==> src/rtl/output_grant_lock_if.sv <==
// Bus bundle between the switch inputs, the arbiter grant and one output port
// of output_grant_lock.
`default_nettype none

interface output_grant_lock_if #(
  parameter int IN_N   = 5,
  parameter int DATA_W = 8
);
  localparam int IW = (IN_N > 1) ? $clog2(IN_N) : 1;

  logic [IN_N-1:0]        req_i;
  logic [IN_N*DATA_W-1:0] data_i;
  logic [IN_N-1:0]        last_i;
  logic [IW-1:0]          grant_idx_i;
  logic [IN_N-1:0]        ready_o;
  logic                   valid_o;
  logic [DATA_W-1:0]      data_o;
  logic                   last_o;
  logic                   ready_i;
  logic                   locked_o;
  logic [IW-1:0]          owner_o;
  logic                   timeout_o;

  modport slave (
    input  req_i, data_i, last_i, grant_idx_i, ready_i,
    output ready_o, valid_o, data_o, last_o, locked_o, owner_o, timeout_o
  );

  modport master (
    output req_i, data_i, last_i, grant_idx_i, ready_i,
    input  ready_o, valid_o, data_o, last_o, locked_o, owner_o, timeout_o
  );
endinterface

`default_nettype wire

==> src/rtl/output_grant_lock.sv <==
// output_grant_lock: wormhole lock of one switch output to the granted input, with
// registered valid/ready output stage. Optional idle-owner watchdog: OUT_LOCK_TIMEOUT_EN.
`default_nettype none

module output_grant_lock #(
  parameter int IN_N        = 5,
  parameter int DATA_W      = 8,
  parameter int TIMEOUT_CYC = 16
) (
  input  logic                clk_i,
  input  logic                rst_ni,
  output_grant_lock_if.slave  bus
);
  localparam int c_IW = (IN_N > 1) ? $clog2(IN_N) : 1;

  typedef enum logic [0:0] {
    S_IDLE   = 1'b0,
    S_LOCKED = 1'b1
  } state_t;

  state_t            r_state;
  state_t            w_next;
  logic [c_IW-1:0]   r_owner;
  logic              r_valid;
  logic [DATA_W-1:0] r_data;
  logic              r_last;

  logic              w_grant_ok;
  logic              w_req_own;
  logic              w_last_own;
  logic              w_rdy_own;
  logic              w_accept;
  logic              w_expired;

  // Out-of-range grant indices are rejected before the request bit is trusted.
  assign w_grant_ok = (|bus.req_i) && (32'(bus.grant_idx_i) < IN_N)
                      && bus.req_i[bus.grant_idx_i];
  assign w_req_own  = bus.req_i[r_owner];
  assign w_last_own = bus.last_i[r_owner];
  assign w_rdy_own  = (r_state == S_LOCKED) && (!r_valid || bus.ready_i);
  assign w_accept   = w_req_own && w_rdy_own;

  always_ff @(posedge clk_i or negedge rst_ni) begin
    if (!rst_ni) r_state <= S_IDLE;
    else         r_state <= w_next;
  end

  always_comb begin
    w_next = r_state;
    case (r_state)
      S_IDLE:   if (w_grant_ok) w_next = S_LOCKED;
      S_LOCKED: if ((w_accept && w_last_own) || w_expired) w_next = S_IDLE;
      default:  w_next = S_IDLE;
    endcase
  end

  always_ff @(posedge clk_i or negedge rst_ni) begin
    if (!rst_ni) begin
      r_owner <= '0;
      r_valid <= 1'b0;
      r_data  <= '0;
      r_last  <= 1'b0;
    end else begin
      if (r_state == S_IDLE && w_grant_ok) r_owner <= bus.grant_idx_i;
      if (w_accept) begin
        r_valid <= 1'b1;
        r_data  <= bus.data_i[r_owner*DATA_W +: DATA_W];
        r_last  <= w_last_own;
      end else if (bus.ready_i) begin
        r_valid <= 1'b0;
      end
    end
  end

`ifdef OUT_LOCK_TIMEOUT_EN
  localparam int c_CW = $clog2(TIMEOUT_CYC + 1);

  logic [c_CW-1:0] r_cnt;
  logic            r_timeout;

  assign w_expired = (r_state == S_LOCKED) && (r_cnt == c_CW'(TIMEOUT_CYC));

  // The pulse is raised on the edge the count reaches the limit; release follows one cycle later.
  always_ff @(posedge clk_i or negedge rst_ni) begin
    if (!rst_ni) begin
      r_cnt     <= '0;
      r_timeout <= 1'b0;
    end else begin
      r_timeout <= 1'b0;
      if (r_state != S_LOCKED || w_accept || w_expired) begin
        r_cnt <= '0;
      end else if (!w_req_own) begin
        r_cnt <= r_cnt + 1'b1;
        if (r_cnt == c_CW'(TIMEOUT_CYC - 1)) r_timeout <= 1'b1;
      end
    end
  end

  assign bus.timeout_o = r_timeout;
`else
  assign w_expired     = 1'b0;
  assign bus.timeout_o = 1'b0;
`endif

  always_comb begin
    bus.ready_o = '0;
    for (int k = 0; k < IN_N; k++) begin
      bus.ready_o[k] = w_rdy_own && (32'(r_owner) == k);
    end
  end

  assign bus.valid_o  = r_valid;
  assign bus.data_o   = r_data;
  assign bus.last_o   = r_last;
  assign bus.locked_o = (r_state == S_LOCKED);
  assign bus.owner_o  = r_owner;

endmodule

`default_nettype wire

==> src/flat_wrapper.sv <==
// flat-port wrapper written by rule: the top's interface ports become plain ports
module output_grant_lock_flat 
#(
  parameter int IN_N        = 5,
  parameter int DATA_W      = 8,
  parameter int TIMEOUT_CYC = 16
)
  (clk_i, rst_ni, bus_req_i, bus_data_i, bus_last_i, bus_grant_idx_i, bus_ready_i, bus_ready_o, bus_valid_o, bus_data_o, bus_last_o, bus_locked_o, bus_owner_o, bus_timeout_o);
  output_grant_lock_if #(.IN_N(IN_N), .DATA_W(DATA_W)) bus_i ();
  input  logic clk_i;
  input  logic rst_ni;
  input wire logic [$bits(bus_i.req_i)-1:0] bus_req_i;
  input wire logic [$bits(bus_i.data_i)-1:0] bus_data_i;
  input wire logic [$bits(bus_i.last_i)-1:0] bus_last_i;
  input wire logic [$bits(bus_i.grant_idx_i)-1:0] bus_grant_idx_i;
  input wire logic [$bits(bus_i.ready_i)-1:0] bus_ready_i;
  output wire logic [$bits(bus_i.ready_o)-1:0] bus_ready_o;
  output wire logic [$bits(bus_i.valid_o)-1:0] bus_valid_o;
  output wire logic [$bits(bus_i.data_o)-1:0] bus_data_o;
  output wire logic [$bits(bus_i.last_o)-1:0] bus_last_o;
  output wire logic [$bits(bus_i.locked_o)-1:0] bus_locked_o;
  output wire logic [$bits(bus_i.owner_o)-1:0] bus_owner_o;
  output wire logic [$bits(bus_i.timeout_o)-1:0] bus_timeout_o;
  assign bus_i.req_i = bus_req_i;
  assign bus_i.data_i = bus_data_i;
  assign bus_i.last_i = bus_last_i;
  assign bus_i.grant_idx_i = bus_grant_idx_i;
  assign bus_i.ready_i = bus_ready_i;
  assign bus_ready_o = bus_i.ready_o;
  assign bus_valid_o = bus_i.valid_o;
  assign bus_data_o = bus_i.data_o;
  assign bus_last_o = bus_i.last_o;
  assign bus_locked_o = bus_i.locked_o;
  assign bus_owner_o = bus_i.owner_o;
  assign bus_timeout_o = bus_i.timeout_o;
  output_grant_lock #(.IN_N(IN_N), .DATA_W(DATA_W), .TIMEOUT_CYC(TIMEOUT_CYC)) u_core (.clk_i(clk_i), .rst_ni(rst_ni), .bus(bus_i));
endmodule
==> config.mk <==
export PLATFORM = sky130hd
export DESIGN_NAME = output_grant_lock_flat
export DESIGN_NICKNAME = d
export VERILOG_FILES = /design/src/rtl/output_grant_lock_if.sv /design/src/rtl/output_grant_lock.sv /design/src/flat_wrapper.sv
export SDC_FILE = /design/constraint.sdc
export NUM_CORES = 1
export LEC_CHECK = 0
export ABC_AREA = 1
export CORE_ASPECT_RATIO = 1.4
export CORE_MARGIN = 2
export CORE_UTILIZATION = 35
export DETAILED_ROUTE_END_ITERATION = 12
export GPL_TIMING_DRIVEN = 0
export PLACE_DENSITY = 0.8
export SYNTH_ARGS = -nofsm -noshare
export SYNTH_HDL_FRONTEND = slang
export SYNTH_SLANG_ARGS = --single-unit
export TNS_END_PERCENT = 30
==> constraint.sdc <==
create_clock -name clk_i -period 1.42 [get_ports clk_i]
set_input_delay 0.142 -clock clk_i [delete_from_list [all_inputs] [get_ports clk_i]]
set_output_delay 0.142 -clock clk_i [all_outputs]
set_load 0.005 [all_outputs]
==> flow_summary.yaml, run 1 <==
cells_and_area:
  layout_common_cells: "nand2_1 (92), clkdlybuf4s50_1 (67), nand3_1 (26), buf_4 (12), dfrtp_1 (12)"
  finalNetCount: 328
  fin_cells: 310
  antennaDiodeCount: 0
  final_cell_area_um2: 2070
  final_common_cell: "nand2_1"
  drive_above_1_share: 0.166
  syn2layout_area_growth_pct: 88.8
logic_synthesis:
  yosysTopAreaCellShare: 0.319
  syn_avg_cell_area_um2: 6.00
  synth-seq-cells: 14
  synth_area_leaders: "dfrtp_1 (32%), nand2_1 (31%), nand3_1 (12%), nand4_1 (6.3%), inv_1 (3.1%)"
  synth_cell_types: 17
  ys_seq_area_frac: 0.319
  yosys_warnings: 0
  syn_area_um2: 1100
  synth_fp_nets: 239
  synth_top_cell_by_area: "dfrtp_1"
  synthCells: 183
placed_design:
  gp_congestion: 0.782
  placed_cells: 296
  place_area_um2: 1890
  hpwl_um: 2740
  io_buffers: 74
clocking:
  cts_max_level: 1
  clock-root-buffer: "clkbuf_8"
  clock_path_buffers: 2
  insertion_delay_ns: 0.24
  numCtsBuffers: 3
  cts_hold_buf: 0
  cts.sinks: 14
  cts_tree: "done"
  cts.clk_slew.worst_paths_ns: 0.06
worst_setup_path:
  critPathKind: "reg2out"
  max_stage_delay_ns: 0.39
  path_max_fanout: 3
  start_kind: "flop"
  r2r_end: "u_core.bus.data_o[3]$_DFFE_PN0P_"
  crit_required_ns: 1.28
  cp_cell_sequence: "inv_2 > o21ai_4 > nor2_2 > inv_2 > buf_6 > nor3_2 > buf_2"
  regToRegSetupSlack_ns: 0.11
  crit_arrival_ns: 1.34
  crit_slowest_cell: "dfrtp_1"
  reg2reg_depth: 8
  r2r_start: "u_core.bus.owner_o[1]$_DFFE_PN0P_"
  worstSetupEndpointType: "primary output"
  crit_top_cell: "inv_2"
floorplan:
  pin_count: 76
  fp.dieW_um: 51.3
  die_h_um: 70.3
  coreArea_um2: 3060
  num_rows: 24
  initial_utilization: 0.358
  die_area_um2: 3610
outcome:
  violations: "negative setup slack"
  outcome: "complete, but fails checks"
run:
  drv_cap: 0
timing:
  tightest_slew_ns: 0.621
  whs_ns: 0.288
  fin_crit_sh: 1.04
  setup_ws_ns: -0.0577
  slew_headroom: 0.585
  drv_slew: 0
  rsz0062_at_grt: "yes"
  setup_viol: 1
  layout_min_cycle_time_ns: 1.48
  final.setup_skew_ns: 0.00592
  max_freq_mhz: 677
  finalHoldViolations: 0
grt:
  grt_pass1_wl_um: 5750
  antenna_found_initial: 0
  grt_pass1_vias: 1276
  grt_overflow: 0
  grt_max_degree: 20
  groute.usage.overall: 0.202
power:
  ir_drop_mv: 1.18
  p_leak_nw: 1.04
  power.density_nw_per_um2: 1710
  finalPower_mw: 3.54
detailed_routing:
  vias: 1463
  drt_iter0_markers: 41
  ant_nets: 0
  drt_wl_total_um: 3620
  drtPass1Iterations: 4
  drc_errors: 0
  routed_via_density: 4.72
  wl_per_cell_um: 11.7
min_path:
  holdCritPathClass: "in2async"
==> how the worst max path moves through the flow <==
stage	slack (ns)	start	to	depth (start not counted)
finish	-0.06	u_core.bus.valid_o$_DFFE_PN0P_	bus_ready_o[1]	7
global route	-0.13	u_core.bus.valid_o$_DFFE_PN0P_	bus_ready_o[1]	7
CTS	-0.04	u_core.bus.valid_o$_DFFE_PN0P_	bus_ready_o[2]	7
detailed placement	-0.41	bus_ready_i	bus_ready_o[2]	6
global placement	-0.40	bus_ready_i	bus_ready_o[2]	6
floorplan	0.13	u_core.bus.owner_o[0]$_DFFE_PN0P_	u_core.bus.data_o[0]$_DFFE_PN0P_	8
==> cell type report <==
type                       count  area (um2)
buffer                         7        57.6
clock buffer                   4        55.1
fill                         275         991
inverter                      12        47.5
multi-input combinational    149         703
sequential                    14         353
tap                           39        48.8
timing repair buffer          85         807
==> cell usage after synthesis <==
library cell,count
buf_2,2
buf_4,2
clkbuf_1,4
conb_1,1
dfrtp_1,14
inv_1,9
inv_2,3
nand2_1,92
nand2_2,1
nand2_4,1
nand3_1,26
nand3_2,1
nand4_1,11
nor2_1,7
nor2_8,1
nor3_1,4
o21ai_0,4
==> sequential cells by signal, indices dropped and copies added, names as in the netlist <==
register / cells
u_core.bus.data_o: 8
u_core.bus.locked_o: 1
u_core.bus.last_o: 1
u_core.bus.valid_o: 1
u_core.bus.owner_o: 3
==> routing by layer <==
metal / track usage / wire length [um] / vias to the layer above
met5: 0 / 0 / -
met2: 0.333 / 1840 / 43
met1: 0.281 / 1570 / 653
met3: 0.0171 / 181 / 4
li1: - / - / 763
met4: 0.0526 / 36 / 0
==> through the flow <==
step	setup TNS, ns	utilization	worst slack, ns
after floorplan	0	-	0.135
after global placement	-3.58	0.616	-0.398
after detailed placement	-4.01	0.616	-0.415
after CTS	-0.125	0.655	-0.0447
after global routing	-0.266	0.676	-0.129
final	-0.0577	0.676	-0.0577
==> critical path, delay by kind of cell, from the launching register on <==
kind	cells	cell delay [ns]
buffers and inverters	4	0.38
AND/OR/NAND/NOR	2	0.25
flip-flops	1	0.39
AO/OA/AOI/OAI	1	0.06
==> repair_timing <==
action                     in CTS  in global routing
pin swaps                       2                  5
buffers inserted                6                  5
gates resized for setup        35                 19
setup endpoints to repair      16                 20
==> report_power, final <==
group | internal, mW | total (mW) | leakage, nW | switching [mW]
Clock | 0.245 | 0.378 | 0.0288 | 0.133
Sequential | 0.580 | 0.718 | 0.175 | 0.138
Combinational | 1.17 | 2.44 | 0.836 | 1.27
==> logic make-up after synthesis <==
group	Yosys count	synth area share
AOI/OAI and AO/OA	4	0.0182
buffers and inverters	20	0.0775
DFF	14	0.319
other	1	0.00342
and+or+nand+nor	144	0.582
(Power assumes the default switching activity.)
==> inputs of run 2 (changes only) <==
Settings changed: TNS_END_PERCENT 30 to not set.
==> run 2 against run 1 <==
  * The flow still finishes with violations (negative setup slack)
  * Routed wire length up 1.8%
  * Global-route usage unchanged
  * First-iteration DRC count up 12%
  * Register-to-register slack about the same
  * Core utilization up 0.65 points
  * Fmax down 0.49%
  * Die area unchanged
  * Sequential share of layout area down 0.16 points
  * Clock skew up 0.0014 ns
  * Final cell count up 0.32%
  * Largest power group unchanged
==> flow_summary.yaml, run 2 (synthesis results as in run 1) <==
outcome:
  outcome: "complete, but fails checks"
  violations: "negative setup slack"
cells_and_area:
  final_common_cell: "nand2_1"
  finalNetCount: 329
  layout_common_cells: "nand2_1 (91), clkdlybuf4s50_1 (67), nand3_1 (26), dfrtp_1 (12)"
  drive_above_1_share: 0.173
  largest_reg_flops: 8
  fin_util: 0.683
  antennaDiodeCount: 0
  syn2layout_area_growth_pct: 90.7
floorplan:
  die_area_um2: 3610
  coreArea_um2: 3060
  num_rows: 24
  pin_count: 76
  die_h_um: 70.3
  fp.dieW_um: 51.3
  initial_utilization: 0.358
placed_design:
  hpwl_um: 2740
  io_buffers: 74
  gp_congestion: 0.782
  post-place-ws_ns: -0.415
detailed_routing:
  drtPass1Iterations: 5
  vias: 1494
  routed_via_density: 4.80
  wl_per_cell_um: 11.9
  drt_wl_total_um: 3690
  drt_iter0_markers: 46
  drc_errors: 0
  ant_nets: 0
grt:
  grt_overflow: 0
  grt_pass1_wl_um: 5750
  groute.usage.overall: 0.202
  grt_max_degree: 20
  antenna_found_initial: 0
  grt_pass1_vias: 1276
timing:
  finalHoldViolations: 0
  layout_min_cycle_time_ns: 1.48
  rsz0062_at_grt: "yes"
  slew_headroom: 0.580
  drv_slew: 0
  setup_ws_ns: -0.0649
  tightest_slew_ns: 0.627
  final.setup_skew_ns: 0.00728
  fin_crit_sh: 1.05
  max_freq_mhz: 673
  setup_viol: 1
clocking:
  cts.clk_slew.worst_paths_ns: 0.06
  cts_tree: "done"
  numCtsBuffers: 3
  clock-root-buffer: "clkbuf_8"
  clock_path_buffers: 2
  cts_hold_buf: 0
  insertion_delay_ns: 0.25
  cts_max_level: 1
  cts.sinks: 14
min_path:
  holdCritPathClass: "in2async"
worst_setup_path:
  critPathKind: "reg2out"
  worstSetupEndpointType: "primary output"
  crit_arrival_ns: 1.34
  crit_required_ns: 1.28
  reg2reg_depth: 10
  path_max_fanout: 3
  start_kind: "flop"
power:
  ir_drop_mv: 1.25
  power.density_nw_per_um2: 1730
  p_leak_nw: 1.05
run:
  drv_cap: 0
-- run 2: changes by cell type in the layout (fill, tap and decap cells not counted), sizes merged --
cell and change:
buf +1
-- run 2: path summary, 6_finish.rpt --
check	from	end	slack [ns]
max in group asynchronous	rst_ni	u_core.bus.owner_o[0]$_DFFE_PN0P_	0.69
worst min register to register	u_core.bus.data_o[7]$_DFFE_PN0P_	u_core.bus.data_o[7]$_DFFE_PN0P_	0.48
worst max register to register	u_core.bus.owner_o[0]$_DFFE_PN0P_	u_core.bus.data_o[1]$_DFFE_PN0P_	0.11
worst min-delay path	rst_ni	u_core.bus.data_o[3]$_DFFE_PN0P_	0.29
worst max-delay path	u_core.bus.valid_o$_DFFE_PN0P_	bus_ready_o[1]	-0.06
min in group clk_i	u_core.bus.data_o[7]$_DFFE_PN0P_	u_core.bus.data_o[7]$_DFFE_PN0P_	0.48
-- run 2: what timing repair did --
item / CTS / global route
pin swaps: 2 / 5
buffers inserted: 6 / 6
setup endpoints to repair: 16 / 20
endpoints found under the hold margin: 0 / 0
resized for setup: 35 / 23
-- run 2: where the power goes --
group	internal [mW]	switching (mW)	total, mW	leakage (nW)
Sequential	0.580	0.140	0.720	0.175
Combinational	1.21	1.30	2.51	0.844
Clock	0.245	0.139	0.384	0.0288
-- run 2: metrics by stage --
| step | instance area [um2] | total power [mW] | setup TNS (ns) | cells | hold WS, ns |
|---|---|---|---|---|---|
| floorplan | 1100 | 1.90 | 0 | 183 | -0.154 |
| global placement | 1890 | 2.77 | -3.58 | 296 | 0.461 |
| detailed placement | 1890 | 2.80 | -4.01 | 296 | 0.464 |
| CTS | 2010 | 3.37 | -0.125 | 305 | 0.304 |
| global route | 2090 | 3.95 | -0.333 | 311 | 0.331 |
| finish | 2090 | 3.62 | -0.0649 | 311 | 0.287 |
-- run 2: critical path, cell delays in order (launching register included) --
cell     delay, ns
dfrtp_1       0.39
inv_2         0.08
o21ai_4       0.06
nor2_2        0.11
inv_2         0.05
buf_6         0.12
nor3_2        0.15
buf_2         0.14
-- run 2: layer usage --
metal	global-route usage	part of all wire	up-vias
met4	0.0526	0.014	0
met3	0.0171	0.059	6
met2	0.333	0.51	55
li1	-	-	766
met5	0	0	-
met1	0.281	0.42	667
-- run 2: layout make-up --
type / count / area (um2)
Buffer: 7 / 61.3
Clock buffer: 4 / 55.1
Fill cell: 274 / 971
Inverter: 12 / 50.0
Multi-Input combinational cell: 149 / 706
Sequential cell: 14 / 353
Tap cell: 39 / 48.8
Timing Repair Buffer: 86 / 818
==> inputs of run 3 (changes only) <==
Settings changed: CORE_MARGIN 2 to not set.
==> run 3 against run 2 <==
  * The flow still finishes with violations (negative setup slack)
  * Hold slack got worse by 0.074 ns
  * Combinational power about the same
  * Global-route usage is 2.6 points higher
  * Fmax increased by 3.3%
  * Highest routed layer unchanged
==> flow_summary.yaml, run 3 (synthesis results as in run 1) <==
outcome:
  outcome: "complete, but fails checks"
  violations: "negative setup slack"
timing:
  finalHoldViolations: 0
  tightest_slew_ns: 0.602
  drv_slew: 0
  rsz0062_at_grt: "yes"
  setup_viol: 2
  max_freq_mhz: 695
  final.setup_skew_ns: 0.00736
  fin_crit_sh: 1.01
  setup_ws_ns: -0.0181
  slew_headroom: 0.597
  layout_min_cycle_time_ns: 1.44
detailed_routing:
  ant_nets: 0
  routed_via_density: 4.80
  drt_wl_total_um: 3770
  wl_per_cell_um: 12.3
  drc_errors: 0
  drt_iter0_markers: 41
  vias: 1479
  drtPass1Iterations: 4
grt:
  grt_pass1_vias: 1357
  antenna_found_initial: 0
  grt_pass1_wl_um: 5900
  grt_max_degree: 20
  groute.usage.overall: 0.228
  grt_overflow: 0
cells_and_area:
  finalNetCount: 329
  syn2layout_area_growth_pct: 89.2
  drive_above_1_share: 0.173
  layout_common_cells: "nand2_1 (90), clkdlybuf4s50_1 (66), nand3_1 (26), dfrtp_1 (12)"
  largest_reg_flops: 8
  fillCellCount: 255
  antennaDiodeCount: 0
  fin_util: 0.707
  final_common_cell: "nand2_1"
floorplan:
  num_rows: 23
  pin_count: 76
  die_area_um2: 3370
  initial_utilization: 0.374
  fp.dieW_um: 49.3
  die_h_um: 68.3
  coreArea_um2: 2940
placed_design:
  post-place-ws_ns: -0.436
  hpwl_um: 2770
  gp_congestion: 0.786
  io_buffers: 74
worst_setup_path:
  crit_required_ns: 1.28
  cp_cell_sequence: "inv_2 > o21ai_4 > nor2_4 > inv_2 > buf_6 > nor3_2 > buf_2"
  crit_slowest_cell: "dfrtp_1"
  cp_top_family: "buffers and inverters"
  worstSetupEndpointType: "primary output"
  path_buf_inv: 4
  critPathKind: "reg2out"
  path_max_fanout: 3
  crit_arrival_ns: 1.30
  crit_top_cell: "inv_2"
  max_stage_delay_ns: 0.38
  start_kind: "flop"
run:
  drv_cap: 0
power:
  finalPower_mw: 3.56
  p_leak_nw: 1.05
  power.density_nw_per_um2: 1710
  ir_drop_mv: 1.28
clocking:
  insertion_delay_ns: 0.25
  cts.sinks: 14
  cts_hold_buf: 0
  cts_tree: "done"
  cts.clk_slew.worst_paths_ns: 0.05
  numCtsBuffers: 3
  cts_max_level: 1
  clock_path_buffers: 2
  clock-root-buffer: "clkbuf_8"
min_path:
  holdCritPathClass: "in2reg"
[run 3: final timing paths]
check,start,end,slack [ns],cells after the start
min in group asynchronous,rst_ni,u_core.bus.data_o[3]$_DFFE_PN0P_,0.28,1
min reg2reg,u_core.bus.data_o[5]$_DFFE_PN0P_,u_core.bus.data_o[5]$_DFFE_PN0P_,0.48,2
max reg2reg,u_core.bus.valid_o$_DFFE_PN0P_,u_core.bus.valid_o$_DFFE_PN0P_,0.05,9
min,bus_ready_i,u_core.bus.valid_o$_DFFE_PN0P_,0.21,2
max,u_core.bus.valid_o$_DFFE_PN0P_,bus_ready_o[1],-0.02,7
max in group asynchronous,rst_ni,u_core.bus.owner_o[0]$_DFFE_PN0P_,0.72,1
[run 3: worst reg2reg max path: cells and delay by family (launching register included)]
family          cells  cell delay (ns)
buf+inv             4             0.39
flops               1             0.36
compound gates      2             0.25
simple gates        3             0.24
[run 3: area by class of cell]
cell class	count	area, um2	share of cell area
tap	37	46.3	0.0223
timing repair inverter	1	6.26	0.00301
sequential	14	353	0.170
inverter	12	52.6	0.0253
clock buffer	3	41.3	0.0199
multi-input combinational	150	719	0.347
buffer	7	51.3	0.0247
timing repair buffer	84	806	0.388
[run 3: metrics by stage]
stage | std cells | TNS, ns | instance area (um2) | hold slack, ns
detailed placement | 294 | -4.04 | 1880 | 0.462
finish | 308 | -0.0193 | 2080 | 0.212
global placement | 294 | -3.56 | 1880 | 0.462
global route | 308 | -0.285 | 2080 | 0.224
floorplan | 183 | 0 | 1100 | -0.154
CTS | 303 | -0.0948 | 2020 | 0.289
[run 3: timing repair]
| action | CTS | global route |
|---|---|---|
| setup endpoints to repair | 16 | 21 |
| pin swaps | 1 | 2 |
| gates cloned | 0 | 2 |
| buffers inserted | 7 | 3 |
| gates resized for setup | 37 | 21 |
[run 3: where the power goes]
part	leakage [nW]	internal (mW)	switching (mW)
registers	0.175	0.580	0.134
logic	0.856	1.18	1.35
clock network	0.0216	0.187	0.124
total	1.05	1.95	1.60
[run 3: metal layers]
layer | GRT usage | part of all wire
met1 | 0.271 | 0.40
met2 | 0.416 | 0.53
met3 | 0.0267 | 0.052
met4 | 0.0882 | 0.019
met5 | 0 | 0
